--- src/rtl/textlcd_pkg.sv ---
// textlcd_pkg: shared types and constants for the character-LCD controller.
//   state_e      - controller FSM states, one bus slot per step
//   CMD_*        - HD44780 command bytes issued during init and addressing
//   CHAR_SPACE   - reset contents of every character buffer entry
//   line_base()  - picks one DDRAM base address out of the packed table
package textlcd_pkg;

    typedef enum logic [3:0] {
        PWRON       = 4'd0,
        FNSET       = 4'd1,
        ONOFF       = 4'd2,
        ENTRY       = 4'd3,
        HOME        = 4'd4,
        CLEAR       = 4'd5,
        CLRWAIT     = 4'd6,
        SETA        = 4'd7,
        WRCH        = 4'd8,
        REFRESH_END = 4'd9,
        IDLE        = 4'd10
    } state_e;

    localparam logic [7:0] CMD_FNSET  = 8'h38;
    localparam logic [7:0] CMD_ONOFF  = 8'h0E;
    localparam logic [7:0] CMD_ENTRY  = 8'h06;
    localparam logic [7:0] CMD_HOME   = 8'h02;
    localparam logic [7:0] CMD_CLEAR  = 8'h01;
    localparam logic [7:0] CMD_SETA   = 8'h80;
    localparam logic [7:0] CHAR_SPACE = 8'h20;

    // The base table is written {line0, line1, line2, line3}, so line 0
    // occupies the most significant byte.
    function automatic logic [7:0] line_base(input logic [31:0] bases, input int line);
        return bases[8*(3-line) +: 8];
    endfunction

endpackage

--- src/rtl/textlcd_charbuf.sv ---
// textlcd_charbuf: character buffer, DEPTH x 8 register file.
//   clk, resetn      - clock, asynchronous active-low reset (fills with spaces)
//   wr_en_i          - write strobe; writes land on the next clk edge
//   wr_addr_i        - write index; indices >= DEPTH are ignored
//   wr_data_i        - character code to store
//   rd_addr_i        - combinational read index
//   rd_data_o        - character at rd_addr_i (space for out-of-range indices)
module textlcd_charbuf
    import textlcd_pkg::*;
#(
    parameter int DEPTH = 32,
    parameter int AW    = 5
) (
    input  logic          clk,
    input  logic          resetn,
    input  logic          wr_en_i,
    input  logic [AW-1:0] wr_addr_i,
    input  logic [7:0]    wr_data_i,
    input  logic [AW-1:0] rd_addr_i,
    output logic [7:0]    rd_data_o
);

    logic [7:0] mem_q [DEPTH];

    always_ff @(posedge clk or negedge resetn) begin
        if (!resetn) begin
            for (int i = 0; i < DEPTH; i++) begin
                mem_q[i] <= CHAR_SPACE;
            end
        end else if (wr_en_i && (int'(wr_addr_i) < DEPTH)) begin
            mem_q[wr_addr_i] <= wr_data_i;
        end
    end

    // A read and a write to the same index in one cycle return the old byte.
    assign rd_data_o = (int'(rd_addr_i) < DEPTH) ? mem_q[rd_addr_i] : CHAR_SPACE;

endmodule

--- src/rtl/textlcd_ctrl.sv ---
// textlcd_ctrl: HD44780-class character-LCD controller with internal buffer.
// Runs the power-on init sequence, then streams the character buffer to the
// panel one bus slot (CLK_DIV cycles) at a time.
//   clk, resetn   - clock, asynchronous active-low reset
//   wr_en         - single-cycle buffer write strobe
//   wr_addr       - buffer index = line*NUM_COLS + col
//   wr_data       - character code
//   refresh_req   - request one refresh pass (needed when AUTO_REFRESH = 0)
//   init_done     - high once the init sequence and clear wait have finished
//   busy          - high during init and during a refresh pass
//   lcd_rs        - register select (0 command, 1 data), stable per slot
//   lcd_rw        - tied low, the panel is only written
//   lcd_en        - enable strobe, high for EN_RISE..EN_FALL-1 of active slots
//   lcd_data      - command/data byte, stable per slot
//   dbg_state_o   - current FSM state
//
// Handshake: there is no back-pressure. A wr_en pulse is accepted in the
// cycle it is high; refresh_req is a single-cycle pulse latched into a
// pending flag and serviced at a later slot boundary.
module textlcd_ctrl
    import textlcd_pkg::*;
#(
    parameter int          CLK_DIV      = 2000,
    parameter int          EN_RISE      = 200,
    parameter int          EN_FALL      = 1800,
    parameter int          NUM_LINES    = 2,
    parameter int          NUM_COLS     = 16,
    parameter logic [31:0] LINE_BASE    = {8'h00, 8'h40, 8'h14, 8'h54},
    parameter int          CLR_SLOTS    = 2,
    parameter int          AUTO_REFRESH = 1,
    localparam int         DEPTH        = NUM_LINES * NUM_COLS,
    localparam int         AW           = (DEPTH > 1) ? $clog2(DEPTH) : 1
) (
    input  logic          clk,
    input  logic          resetn,
    input  logic          wr_en,
    input  logic [AW-1:0] wr_addr,
    input  logic [7:0]    wr_data,
    input  logic          refresh_req,
    output logic          init_done,
    output logic          busy,
    output logic          lcd_rs,
    output logic          lcd_rw,
    output logic          lcd_en,
    output logic [7:0]    lcd_data,
    output state_e        dbg_state_o
);

    localparam int CTW = $clog2(CLK_DIV);
    localparam int LW  = (NUM_LINES > 1) ? $clog2(NUM_LINES) : 1;
    localparam int CW  = (NUM_COLS > 1) ? $clog2(NUM_COLS) : 1;
    localparam int WW  = (CLR_SLOTS > 1) ? $clog2(CLR_SLOTS) : 1;

    state_e         state_q, state_d;
    logic [CTW-1:0] cnt_q, cnt_d;
    logic [LW-1:0]  line_q, line_d;
    logic [CW-1:0]  col_q, col_d;
    logic [WW-1:0]  wait_q, wait_d;
    logic           pending_q, pending_d;
    logic           rs_q, rs_d;
    logic [7:0]     data_q, data_d;
    logic           en_q, en_d;
    logic           busy_q, busy_d;
    logic           done_q, done_d;

    logic           slot_end;
    logic           slot_active;
    logic           in_refresh;
    logic           wr_ok;
    logic           start_refresh;
    logic           done_set;
    logic [AW-1:0]  rd_addr;
    logic [7:0]     rd_data;

    // ------------------------------------------------------------------
    // Slot timing
    // ------------------------------------------------------------------
    assign slot_end = (cnt_q == CTW'(CLK_DIV - 1));
    assign cnt_d    = slot_end ? '0 : cnt_q + CTW'(1);

    // Clear wait, idle and the (zero-length) end-of-refresh point never pulse en.
    assign slot_active = !(state_q inside {CLRWAIT, IDLE, REFRESH_END});

    // en is registered against the next counter value so that it is high
    // exactly while cnt_q is in EN_RISE..EN_FALL-1. EN_RISE > 0 means the
    // rising point is never the wrap cycle, so state_q is the right slot.
    assign en_d = slot_active && (cnt_d >= CTW'(EN_RISE)) && (cnt_d < CTW'(EN_FALL));

    // ------------------------------------------------------------------
    // Pending-refresh flag
    // ------------------------------------------------------------------
    assign wr_ok      = wr_en && (int'(wr_addr) < DEPTH);
    assign in_refresh = state_q inside {CLRWAIT, SETA, WRCH, REFRESH_END};

    // Set wins over the clear issued when a refresh starts in the same cycle.
    assign pending_d = refresh_req || (wr_ok && in_refresh) || (pending_q && !start_refresh);

    // ------------------------------------------------------------------
    // Next-state logic: transitions happen only at slot boundaries
    // ------------------------------------------------------------------
    always_comb begin
        state_d       = state_q;
        line_d        = line_q;
        col_d         = col_q;
        wait_d        = wait_q;
        start_refresh = 1'b0;
        done_set      = 1'b0;

        if (slot_end) begin
            unique case (state_q)
                PWRON: state_d = FNSET;
                FNSET: state_d = ONOFF;
                ONOFF: state_d = ENTRY;
                ENTRY: state_d = HOME;
                HOME:  state_d = CLEAR;
                CLEAR: begin
                    if (CLR_SLOTS == 0) begin
                        state_d       = SETA;
                        line_d        = '0;
                        start_refresh = 1'b1;
                        done_set      = 1'b1;
                    end else begin
                        state_d = CLRWAIT;
                        wait_d  = '0;
                    end
                end
                CLRWAIT: begin
                    if (int'(wait_q) >= CLR_SLOTS - 1) begin
                        state_d       = SETA;
                        line_d        = '0;
                        start_refresh = 1'b1;
                        done_set      = 1'b1;
                    end else begin
                        wait_d = wait_q + WW'(1);
                    end
                end
                SETA: begin
                    state_d = WRCH;
                    col_d   = '0;
                end
                WRCH: begin
                    if (int'(col_q) == NUM_COLS - 1) begin
                        if (int'(line_q) == NUM_LINES - 1) begin
                            // End of refresh is resolved here rather than in a
                            // slot of its own, so a pass is exactly
                            // NUM_LINES*(1+NUM_COLS) slots long.
                            if ((AUTO_REFRESH != 0) || pending_q) begin
                                state_d       = SETA;
                                line_d        = '0;
                                start_refresh = 1'b1;
                            end else begin
                                state_d = IDLE;
                            end
                        end else begin
                            state_d = SETA;
                            line_d  = line_q + LW'(1);
                        end
                    end else begin
                        col_d = col_q + CW'(1);
                    end
                end
                REFRESH_END: begin
                    if ((AUTO_REFRESH != 0) || pending_q) begin
                        state_d       = SETA;
                        line_d        = '0;
                        start_refresh = 1'b1;
                    end else begin
                        state_d = IDLE;
                    end
                end
                IDLE: begin
                    if (pending_q) begin
                        state_d       = SETA;
                        line_d        = '0;
                        start_refresh = 1'b1;
                    end
                end
                default: state_d = PWRON;
            endcase
        end
    end

    // Buffer index for the character of the slot about to start.
    assign rd_addr = AW'(int'(line_d) * NUM_COLS + int'(col_d));

    textlcd_charbuf #(
        .DEPTH (DEPTH),
        .AW    (AW)
    ) u_charbuf (
        .clk       (clk),
        .resetn    (resetn),
        .wr_en_i   (wr_en),
        .wr_addr_i (wr_addr),
        .wr_data_i (wr_data),
        .rd_addr_i (rd_addr),
        .rd_data_o (rd_data)
    );

    // ------------------------------------------------------------------
    // Bus outputs for the next slot, loaded only at the slot boundary
    // ------------------------------------------------------------------
    always_comb begin
        rs_d   = rs_q;
        data_d = data_q;
        busy_d = busy_q;
        done_d = done_q || done_set;

        if (slot_end) begin
            busy_d = (state_d != IDLE);
            unique case (state_d)
                PWRON, FNSET: begin
                    rs_d   = 1'b0;
                    data_d = CMD_FNSET;
                end
                ONOFF: begin
                    rs_d   = 1'b0;
                    data_d = CMD_ONOFF;
                end
                ENTRY: begin
                    rs_d   = 1'b0;
                    data_d = CMD_ENTRY;
                end
                HOME: begin
                    rs_d   = 1'b0;
                    data_d = CMD_HOME;
                end
                CLEAR: begin
                    rs_d   = 1'b0;
                    data_d = CMD_CLEAR;
                end
                SETA: begin
                    rs_d   = 1'b0;
                    data_d = CMD_SETA | line_base(LINE_BASE, int'(line_d));
                end
                WRCH: begin
                    rs_d   = 1'b1;
                    data_d = rd_data;
                end
                // Inactive slots keep the previous byte on the bus.
                default: begin
                    rs_d   = rs_q;
                    data_d = data_q;
                end
            endcase
        end
    end

    // ------------------------------------------------------------------
    // State registers
    // ------------------------------------------------------------------
    always_ff @(posedge clk or negedge resetn) begin
        if (!resetn) begin
            state_q   <= PWRON;
            cnt_q     <= '0;
            line_q    <= '0;
            col_q     <= '0;
            wait_q    <= '0;
            pending_q <= 1'b0;
            rs_q      <= 1'b0;
            data_q    <= CMD_FNSET;
            en_q      <= 1'b0;
            busy_q    <= 1'b1;
            done_q    <= 1'b0;
        end else begin
            state_q   <= state_d;
            cnt_q     <= cnt_d;
            line_q    <= line_d;
            col_q     <= col_d;
            wait_q    <= wait_d;
            pending_q <= pending_d;
            rs_q      <= rs_d;
            data_q    <= data_d;
            en_q      <= en_d;
            busy_q    <= busy_d;
            done_q    <= done_d;
        end
    end

    assign init_done   = done_q;
    assign busy        = busy_q;
    assign lcd_rs      = rs_q;
    assign lcd_rw      = 1'b0;
    assign lcd_en      = en_q;
    assign lcd_data    = data_q;
    assign dbg_state_o = state_q;

endmodule

--- config.mk ---
export PLATFORM = sky130hd
export DESIGN_NAME = textlcd_ctrl
export DESIGN_NICKNAME = d
export VERILOG_FILES = /design/src/rtl/textlcd_pkg.sv /design/src/rtl/textlcd_charbuf.sv /design/src/rtl/textlcd_ctrl.sv
export SDC_FILE = /design/constraint.sdc
export NUM_CORES = 1
export LEC_CHECK = 0
export CORE_ASPECT_RATIO = 1.25
export CORE_MARGIN = 5
export CORE_UTILIZATION = 45
export CTS_CLUSTER_SIZE = 28
export DETAILED_ROUTE_END_ITERATION = 12
export GPL_TIMING_DRIVEN = 0
export SLEW_MARGIN = 20
export SYNTH_ARGS = -nofsm -noshare
export SYNTH_HDL_FRONTEND = slang
export SYNTH_SLANG_ARGS = --single-unit
--- constraint.sdc ---
create_clock -name clk -period 3.1 [get_ports clk]
set_input_delay 0.62 -clock clk [delete_from_list [all_inputs] [get_ports clk]]
set_output_delay 0.62 -clock clk [all_outputs]
set_load 0.1 [all_outputs]
=== Word-level counts from Yosys, hierarchy flattened ===
Index checks and enable logic that the tools add are counted.

* Register bits: 290
* Input port bits: 17
* Output and inout bits: 17
* Logic and storage cells: 134

* $add $sub $neg: 6
* Order comparisons: 6
* Equal/unequal tests: 21
* Shift operators: 1
* Multiplexer cells: 33
* Bitwise logic cells: 2
* Reductions and logical operators: 22

{| class="wikitable"
|+ Operators by type and width
! operator !! number
|-
| $bwmux 256 || 1
|-
| $pmux 8 s7 || 1
|-
| $pmux 4 s11 || 1
|-
| $bmux 8 s5 || 1
|-
| $demux 8 s5 || 1
|-
| $shiftx 32x6->7 const A || 1
|-
| $eq 4x3->1 const B || 7
|-
| $mux 4 || 6
|-
| $mux 8 || 3
|-
| $eq 4x2->1 const B || 4
|-
| $eq 4x4->1 const B || 4
|-
| $mux 1 || 13
|-
| $eq 4x1->1 const B || 3
|-
| $ge 6x6->1 const B || 2
|-
| $not 5->6 || 2
|-
| $add 11x1->11 const B || 1
|-
| $eq 11x11->1 const B || 1
|-
| $ge 11x8->1 const B || 1
|-
| $lt 11x11->1 const B || 1
|-
| $mux 11 || 1
|-
| $logic_not 4->1 || 2
|-
| $pmux 1 s4 || 2
|-
| $pmux 4 s2 || 1
|-
| $reduce_bool 7->1 || 1
|-
| 19 further kinds || 30
|}

=== Logic depth before layout (Yosys ltp) ===
Gate-level depths: netlist of the first run.

* Depth in word-level cells: 11
* Depth in mapped cells: 15
* Mapped depth without buffers: 12

=== By module ===
A second synthesis of the first run with hierarchy kept.

* Cell total of the unflattened synthesis: 931
* Area total of the unflattened synthesis: 13814.5 µm²

{| class="wikitable"
|+ Modules (own cells, without submodules)
! module !! times used !! cells each !! area each (µm²) !! sequential area each (µm²)
|-
| textlcd_charbuf || 1 || 699 || 11688.7 || 6446.2
|-
| textlcd_ctrl || 1 || 232 || 2125.8 || 855.8
|}

=== Least setup slack after synthesis of the first run ===
Ideal clock, no wire load.

* Kind: register to register
* Start: reg state_q[2], in the netlist dbg_state_o[2]
* End: reg data_q[6], in the netlist lcd_data[6]
* Setup time: 134 ps
* Arrival: 3348 ps
* Required time: 2966 ps
* Slack: -381 ps
* Cell stages (with the launch flop): 13
* Path buffers: 2
* Clock period less this slack: 3481 ps
* Path through: dfrtp_1 > buf_6 > or4b_4 > o21ai_4 > nand2_2 > a22oi_2 > inv_2 > buf_2 > nor3_2 > o21ai_0 > and3_1 > a2111oi_0 > o21ai_1

* Longest elaborated chain between the ends: 9
* Elaborated cells between the ends (all ways): 39
* Classes of those cells: 2 x add/sub; 17 x eq/ne; 1 x shift; 13 x mux; 1 x bitwise; 5 x reduce/logical

{| class="wikitable"
|+ RTL lines
! what !! RTL line !! RTL
|-
| start: declaration || textlcd_ctrl.sv:54 || <nowiki>state_e state_q, state_d;</nowiki>
|-
| start signal: assignment || textlcd_ctrl.sv:265 || <nowiki>state_q <= state_d;</nowiki>
|-
| $eq 4x4->1 or $eq 4x3->1 (tied branches) || textlcd_ctrl.sv:110 || <nowiki>unique case (state_q)</nowiki>
|-
| $pmux 1 s4 or $pmux 4 s2 (tied branches) || textlcd_ctrl.sv:110 ||
|-
| $mux 1 or $mux 4 (tied branches) || textlcd_ctrl.sv:109 || <nowiki>if (slot_end) begin</nowiki>
|-
| $add 5x4->5 || textlcd_ctrl.sv:184 || <nowiki>assign rd_addr = AW'(int'(line_d) * NUM_COLS + int'(col_d));</nowiki>
|-
| $not 5->6 (not written as such) || textlcd_charbuf.sv:36 || <nowiki>assign rd_data_o = (int'(rd_addr_i) < DEPTH) ? mem_q[rd_addr_i] : CHAR_SPACE;</nowiki>
|-
| $bmux 8 s5 || textlcd_charbuf.sv:36 ||
|-
| $mux 8 (not written as such) (2 in series) || textlcd_charbuf.sv:36 ||
|-
| $pmux 8 s7 || textlcd_ctrl.sv:210 || <nowiki>unique case (state_d)</nowiki>
|-
| end signal: assignment || textlcd_ctrl.sv:272 || <nowiki>data_q <= data_d;</nowiki>
|-
| end: declaration || textlcd_ctrl.sv:61 || <nowiki>logic [7:0] data_q, data_d;</nowiki>
|}

Parallel ways exist; a longest one is shown, timed or not. The select of a mux whose other input is x is not followed.
A chain may end at the register's enable or synchronous reset.

=== Worst setup path in the final report of the first run ===
* Start: reg state_q[2], in the netlist dbg_state_o[2]
* End: reg data_q[2], in the netlist lcd_data[2]

Same word-level chain as after synthesis.

==> results.md, run 1 <==
Route:
- The post-detailed-route via-to-cell ratio is 6.53.
- The detailed-routing iteration count for the pre-antenna-repair pass is 9.
- The detailed router finished its first iteration with 1,264 violations.
- In the routed design, unresolved DRC markers number 0.
- The total detailed-routing wirelength is between 50 and 60 mm.
- In the final routed layout, each cell accounts on average for 28.4 µm.
- The number of routed nets with antenna violations is 0.
- The number of vias after detailed routing is 13,300.

Synthesis:
- The number of nets in the synthesized netlist is between 1,000 and 1,500.
- During synthesis, Yosys emitted a total of 0 warnings.
- The post-synthesis register bit count is a little under 300.
- The synthesized cell area is between 0.015 and 0.02 mm².
- Synthesis produced about 1,500 cells.
- The portion of the post-synthesis area used by sequential elements is 48.0%.
- The synthesized area per cell is 10.3 µm².
- The most used flip-flop cell after synthesis is dfrtp_1.
- Yosys mapped the design onto 82 distinct sky130hd cell types.
- The number of enable flip-flop cells after synthesis is 0.
- Of all flip-flops after synthesis, the portion carrying an async set or reset was 100%.

Critical path:
- The worst setup path is launched from a register.
- The worst-case register-to-register setup slack is -320 ps.
- The startpoint identified for the worst register-to-register timing path is dbg_state_o[2].
- The worst reg2reg path depth is 12.
- The required time of the critical path is 3600 ps.
- The critical path class is register to register.
- In this run the critical register-to-register path is captured at lcd_data[2].
- The maximum cell stage delay along the critical path is 630 ps.
- The critical path goes through or4b_4 -> o21ai_4 -> nand2_4 -> a22oi_2 -> buf_6 -> buf_8 -> nor2_4 -> buf_6 -> a222oi_1 -> nand3_1 -> nand4bb_1 -> a221o_1.
- The slowest stage of the critical path belongs to the cell a222oi_1.
- Among the stages of the critical path, the cell type that occurs most often is buf_6.
- In this run the worst path has a maximum fanout of 4.
- The worst setup path is captured at a register.
- Data arrives at the worst endpoint at 3920 ps.

GRT:
- The via count of the first global-routing pass is 13,400.
- The global-route wire length before repair is 85.5 mm.
- The remaining global-route overflow is 0.
- The pin count of the biggest net entering global routing is 97.
- The number of antenna violations at the first check in global routing is 0.
- In the global route stage, overall resource usage came out at 29.9%.

Min path:
- The cell count of the worst hold path is 1.
- The worst hold path begins at init_done.
- The worst hold path class is register to register.
- For hold timing, the worst endpoint is init_done.

CTS:
- TritonCTS built the clock tree.
- The root buffer selected by CTS is clkbuf_16.
- The number of clock buffers added by TritonCTS is 31.
- The later-pin clock latency in the skew report is 600 ps.
- The H-tree level count is 1.
- CTS saw 290 sinks.
- No sink is reached through more buffers than the 3 on the longest clock path.
- The clock-pin slew of the registers on the worst-case setup and hold paths is 60 ps.

Die:
- The floorplan has 75 rows.
- Measured along the y axis, the die boundary spans 216 µm.
- The die area is 0.0376 mm².
- Pin placement for this block handled 34 I/O pins.
- Measured along the x axis, the die boundary spans 174 µm.
- The starting density of the core is a little under half.
- The total area inside the core boundary comes to 0.0335 mm².

Final layout:
- The antenna diode count is 0.
- For this run, the post-layout net count is about 1,600.
- Compared with the post-synthesis result, the final layout area differs by 21.7%.
- The number of filler instances in the final layout is approximately 2,900.
- Cells with a size suffix above 1 make up between 30% and 40% of the layout.
- The final standard cell utilization of the core is 55.3%.
- The post-route cell area is 0.0185 mm².

STA:
- The minimum clock period after layout is 3420 ps.
- The slew at the pin closest to its max-slew limit is around 1100 ps.
- Setup repair after global routing could not meet its margin everywhere.
- The final count of hold timing violations is 0.
- The minimum setup slack in the final design is -320 ps.
- Clock skew on the completed layout was measured at between 40 and 50 ps.
- Static timing analysis puts the maximum clock frequency at 292 MHz.
- The worst path uses 110% of the clock period.
- Setup violations remaining at the end of the flow were counted as 8.
- The worst slew margin relative to its limit is between 20% and 30%.
- Adding up every negative setup slack in the final design gives -1810 ps.
- The max-slew violation total from the final report is 0.

Placed design:
- Summed over all nets, the half-perimeter wirelength after detailed placement is 40.2 mm.
- The placed instances occupy a cell area of approximately 0.016 mm².
- The final RePlAce weighted congestion is roughly 0.98.
- In this run the tool buffered the top-level ports with 29 buffer cells.

Status:
- The checks that failed: setup timing.
- The flow ran to the end, but the final reports show violations.

Power:
- The sum of internal, switching and leakage power is a little over 10,000 µW.
- The leakage power is about 0.0078 µW.
- The total power divided by cell area is 548 mW/mm².
- The peak ir drop on the vdd network is 498 µV.

Job:
- The tool flagged a number of max-cap violations equal to 0.
layer usage:
metal,vias up,track usage (%),wire length (µm)
met5,-,0,0
met4,0,18.8,4410
met3,268,4.90,4640
met2,729,49.3,27200
met1,6642,36.7,21400
li1,5657,-,-
cell usage after synthesis (5+ instances only):
library cell	n	share of area, %
a2111oi_0	6	0.35
a211oi_1	6	0.30
a21oi_1	70	2.3
a221oi_1	9	0.52
a22oi_1	11	0.54
a31oi_1	39	1.6
a32oi_1	13	0.75
and2_1	6	0.25
and3_1	33	1.4
buf_2	18	0.59
buf_6	5	0.37
clkbuf_1	90	2.2
dfrtp_1	254	42
dfstp_2	36	6.2
inv_1	6	0.15
mux2_2	258	19
mux2i_1	9	0.59
nand2_1	161	4.0
nand3_1	49	1.6
nand4_1	6	0.25
nor2_1	77	1.9
nor2b_1	5	0.21
nor3_1	94	3.1
nor4_1	5	0.21
o211ai_1	10	0.49
o21ai_0	57	1.9
o22ai_1	6	0.25
o311ai_0	16	0.92
or3_1	21	0.86
cells by family (layout without fill, tap and decap cells):
| family | Yosys count | in the layout | synth area share [%] |
|---|---|---|---|
| xor+xnor | 8 | 8 | 0.460 |
| mux | 268 | 268 | 19.8 |
| other cells | 1 | 1 | 0.0246 |
| fa+ha+maj | 3 | 3 | 0.247 |
| simple gates | 480 | 480 | 15.0 |
| buf+inv | 131 | 273 | 3.69 |
| compound gates | 290 | 290 | 12.7 |
| flops | 290 | 290 | 48.0 |
report_power, final:
group	switching, µW	internal (µW)
Combinational	608	729
Sequential	489	4500
Clock	1570	2260
repair_timing:
action	CTS	global route
resized for setup	150	83
setup endpoints to repair	21	11
pin swaps	30	34
gates cloned	0	2
hold buffers	1	0
endpoints found under the hold margin	26	0
setup buffers	43	10
state kept, by name, indices dropped and copies added, names as in the netlist:
signal and flops:
busy 1, cnt_q 11, col_q 4, dbg_state_o 4, init_done 1, lcd_data 8, lcd_en 1, lcd_rs 1
line_q 1, pending_q 1, u_charbuf.mem_q 256, wait_q 1
cell usage in the layout, fill, tap and decap left out, drive strengths merged, types with 6 or more instances in the layout:
cell type and n:
clkinv 6, mux2 258, nor3 95, o211ai 10
a31oi 39, clkdlybuf4s50 28, clkbuf 138, a211oi 6
a22oi 12, nand2 162, dfrtp 254, dfstp 36
a221oi 10, o311ai 16, and3 33, inv 10
a21oi 72, or3 21, a32oi 13, a2111oi 6
o22ai 6, mux2i 9, o21ai 59, buf 87
and2 6, nand3 49, nor2 78, nand4 6
per-stage QoR:
| step | std cells | hold WS, ps | worst slack (ps) |
|---|---|---|---|
| CTS | 2024 | 460 | -213 |
| detailed placement | 1926 | 450 | -1500 |
| floorplan | 1471 | 324 | -108 |
| global placement | 1923 | 439 | -13370 |
| global route | 2036 | 483 | -322 |
| finish | 2036 | 462 | -320 |
layout make-up:
type / instances / area [µm²] / area share [%]
Sequential cell: 290 / 7320 / 39.5
Clock inverter: 7 / 114 / 0.615
Inverter: 12 / 60.1 / 0.324
Timing Repair Buffer: 87 / 883 / 4.77
Buffer: 116 / 764 / 4.13
Clock buffer: 51 / 921 / 4.97
Multi-Input combinational cell: 1050 / 7920 / 42.8
Tap cell: 423 / 529 / 2.86
worst max-delay path by stage:
stage	startpoint	endpoint
6_report	dbg_state_o[2]	lcd_data[2]
3_3_place_gp	resetn	dbg_state_o[0]
5_1_grt	dbg_state_o[2]	lcd_data[7]
3_5_place_dp	cnt_q[0]	lcd_data[1]
4_1_cts	dbg_state_o[2]	lcd_data[2]
2_1_floorplan	dbg_state_o[1]	lcd_data[7]
critical path, delay by kind of cell (launching register included):
kind,cells,cell delay [ps]
compound gates,4,1320
flops,1,490
simple gates,5,1080
buf+inv,3,450
No activity file was read; power rests on OpenSTA's default activity.
==> run 2, diff against run 1 <==
==> constraint.sdc (replaced) <==
create_clock -name clk -period 3.1 [get_ports clk]
set_input_delay 0.62 -clock clk [delete_from_list [all_inputs] [get_ports clk]]
set_output_delay 0.62 -clock clk [all_outputs]
set_load 0.005 [all_outputs]
==> run 2 against run 1 <==
The flow still finishes with violations (setup timing). Worst hold slack better by 8.8 ps. Flip-flop and latch count unchanged. Global-route usage is 0.46 points higher. Clock skew decreased by 18 ps. Clock power fell by 4%.
==> results.md, run 2 (same netlist as run 1, synthesis figures left out) <==
Min path:
- The worst hold path class is register to register.

STA:
- After layout, the worst path uses 111% of the clock period.
- The max-slew violation total from the final report was 0.
- The clock skew is roughly 22 ps.
- The final count of hold timing violations is 0.
- The worst slew margin relative to its limit is 13.5%.
- The final setup violation count is 8.
- After layout, the minimum clock period comes to 3440 ps.
- At the pin with the least slew margin, the transition time is 1290 ps.
- Static timing analysis puts the maximum clock frequency at 291 MHz.
- The minimum setup slack in the final design is -342 ps.
- Setup repair after global routing could not meet its margin everywhere.

GRT:
- Entering global routing, the biggest net connects 99 pins.
- In the global route stage, met2 resource usage came out at 49.1%.
- The number of antenna violations at the first check in global routing is 1.
- The via count of the first global-routing pass was 13,300.
- The global-route wire length before repair is 86.5 mm.
- The global routing met1 resource utilization is 38.2%.
- Summed over all layers, the global routing overflow is 0.
- met2 is the most crowded layer.
- The global routing usage summed across all routing layers is between 30% and 40%.
- The met3 usage is 5.39%.

CTS:
- TritonCTS built the clock tree.
- In this run the clock root is driven by a clkbuf_16.
- In this run the number of H-tree levels came out at 1.
- The longest clock path from root to sink contains 3 buffers.
- Clock latency on the worst-skew pair, taken at its later pin, is 580 ps.
- The clock-pin slew of the registers on the worst-case setup and hold paths is 70 ps.
- The tree built by TritonCTS fans out to 290 sinks.
- The number of CTS-inserted buffers is 30.

Route:
- Summing over every cut layer, the via total after detailed routing is 13,600.
- The first detailed-routing pass ran for 6 iterations.
- For this block, the routed nets add up to 58.8 mm of wire.
- The detail route stage leaves a number of antenna-violating nets equal to 0.
- The average routed wire per standard cell is ~29 µm.
- For this run, design rule violations remaining after detail routing come to 0.
- In the routed layout, each cell is associated on average with a via count of 6.66.
- The iteration-0 DRC count of the detailed router is approximately 1,800.

Job:
- The tool flagged a number of max-cap violations equal to 0.

Status:
- The flow ran to the end, but the final reports show violations.
- The checks that failed: setup timing.

Final layout:
- The library cells used most frequently in the layout, excluding fill and tap cells, are 257 x mux2_2, 250 x dfrtp_1, 155 x nand2_1.
- The most common cell after layout, fill and taps aside is mux2_2.
- The flip-flop count of the largest register, all copies and words added is 256.
- The number of filler instances in the final layout is approximately 3,000.
- The number of nets in the layout is ~1,600.
- Compared with the post-synthesis result, the final layout area differs by 22.2%.
- The register with the most flip-flops is u_charbuf.mem_q.
- Of the cells placed in the final design, the portion with a size suffix greater than 1 is 36.4%.
- The post-route cell area is roughly 0.019 mm².
- The antenna diode count is 0.

Power:
- Power spread over the standard cell area amounts to 536 mW/mm².
- VDD sags by at most 399 µV.
- Summed over all cells, the static leakage comes to 0.00780 µW.

Die:
- The core box area is 0.0335 mm².
- The floorplan die width is 174 µm.
- The die is 216 µm tall.
- The starting density of the core is 45.4%.
- The die area is 0.0376 mm².
- The number of rows in the core area is 75.
- 34 I/O pins were placed.

Critical path:
- STA classifies the critical path startpoint as a register.
- The critical path class is register to register.
- Data on the critical path arrives at its endpoint at between 3000 and 4000 ps.
- The required time of the critical path is around 3600 ps.
- STA classifies the critical path endpoint as a register.
- In this run the worst path has a maximum fanout of 6.

Placed design:
- The post-placement setup slack is -1410 ps.
- Input and output buffers added on the ports amount to 29.
- The cell area reported after detailed placement is between 0.015 and 0.02 mm².
- The final RePlAce weighted congestion is between 0.9 and 1.
- The total half-perimeter wirelength after legalization and detailed placement is 39.9 mm.
-- run 2: what timing repair did --
| item | in CTS | in global routing |
|---|---|---|
| endpoints found under the hold margin | 24 | 0 |
| hold buffers | 1 | 0 |
| pin swaps | 34 | 29 |
| resized for setup | 168 | 106 |
| buffers inserted | 33 | 23 |
| setup endpoints to repair | 19 | 11 |
-- run 2: worst paths after layout --
path	cells after the start	slack, ps	to	startpoint
min	1	470	init_done	init_done
min reg2reg	1	470	init_done	init_done
max reg2reg	11	-340	lcd_data[2]	dbg_state_o[2]
min in group asynchronous	2	480	pending_q	resetn
max in group asynchronous	4	1460	u_charbuf.mem_q[245]	resetn
max	11	-340	lcd_data[2]	dbg_state_o[2]
-- run 2: where the power goes --
group          internal (µW)  total [µW]  switching, µW
Clock                   2110        3670           1560
Sequential              4500        4940            445
Combinational            743        1350            607
Total                   7350        9970           2610
-- run 2: cell type report --
type	instances	area, µm²	area share, %
Clock buffer	50	927	4.99
Inverter	12	63.8	0.343
Buffer	116	766	4.12
Tap cell	423	529	2.85
Sequential cell	290	7310	39.3
Timing Repair Buffer	91	912	4.90
Clock inverter	6	63.8	0.343
Multi-Input combinational cell	1050	8030	43.2
-- run 2: critical path, cell delays in order, from the launching register on --
cell and delay, ps:
dfrtp_2 450, or4b_4 600, o21ai_4 270, a21oi_4 110, a21oi_4 210, clkinv_4 150, buf_4 170, mux2i_1 110
a222oi_1 640, nand3_1 240, nand4bb_2 220, a221o_1 180
-- run 2: layer usage --
metal | wire (µm) | vias up
met5 | 0 | -
met4 | 4470 | 0
met3 | 5210 | 259
met2 | 26900 | 892
met1 | 22100 | 6758
li1 | - | 5673
-- run 2: stage by stage --
stage / std cells / hold WS [ps] / setup TNS (ps) / power (µW) / util (%)
final: 2038 / 471 / -1430 / 9970 / 55.5
after global routing: 2038 / 498 / -1930 / 10300 / 55.5
after CTS: 2016 / 461 / -1540 / 9930 / 53.9
after detailed placement: 1929 / 449 / -20780 / 6240 / 48.3
after global placement: 1923 / 441 / -3165660 / 6150 / 47.9
after floorplan: 1471 / 324 / 0 / 5760 / -
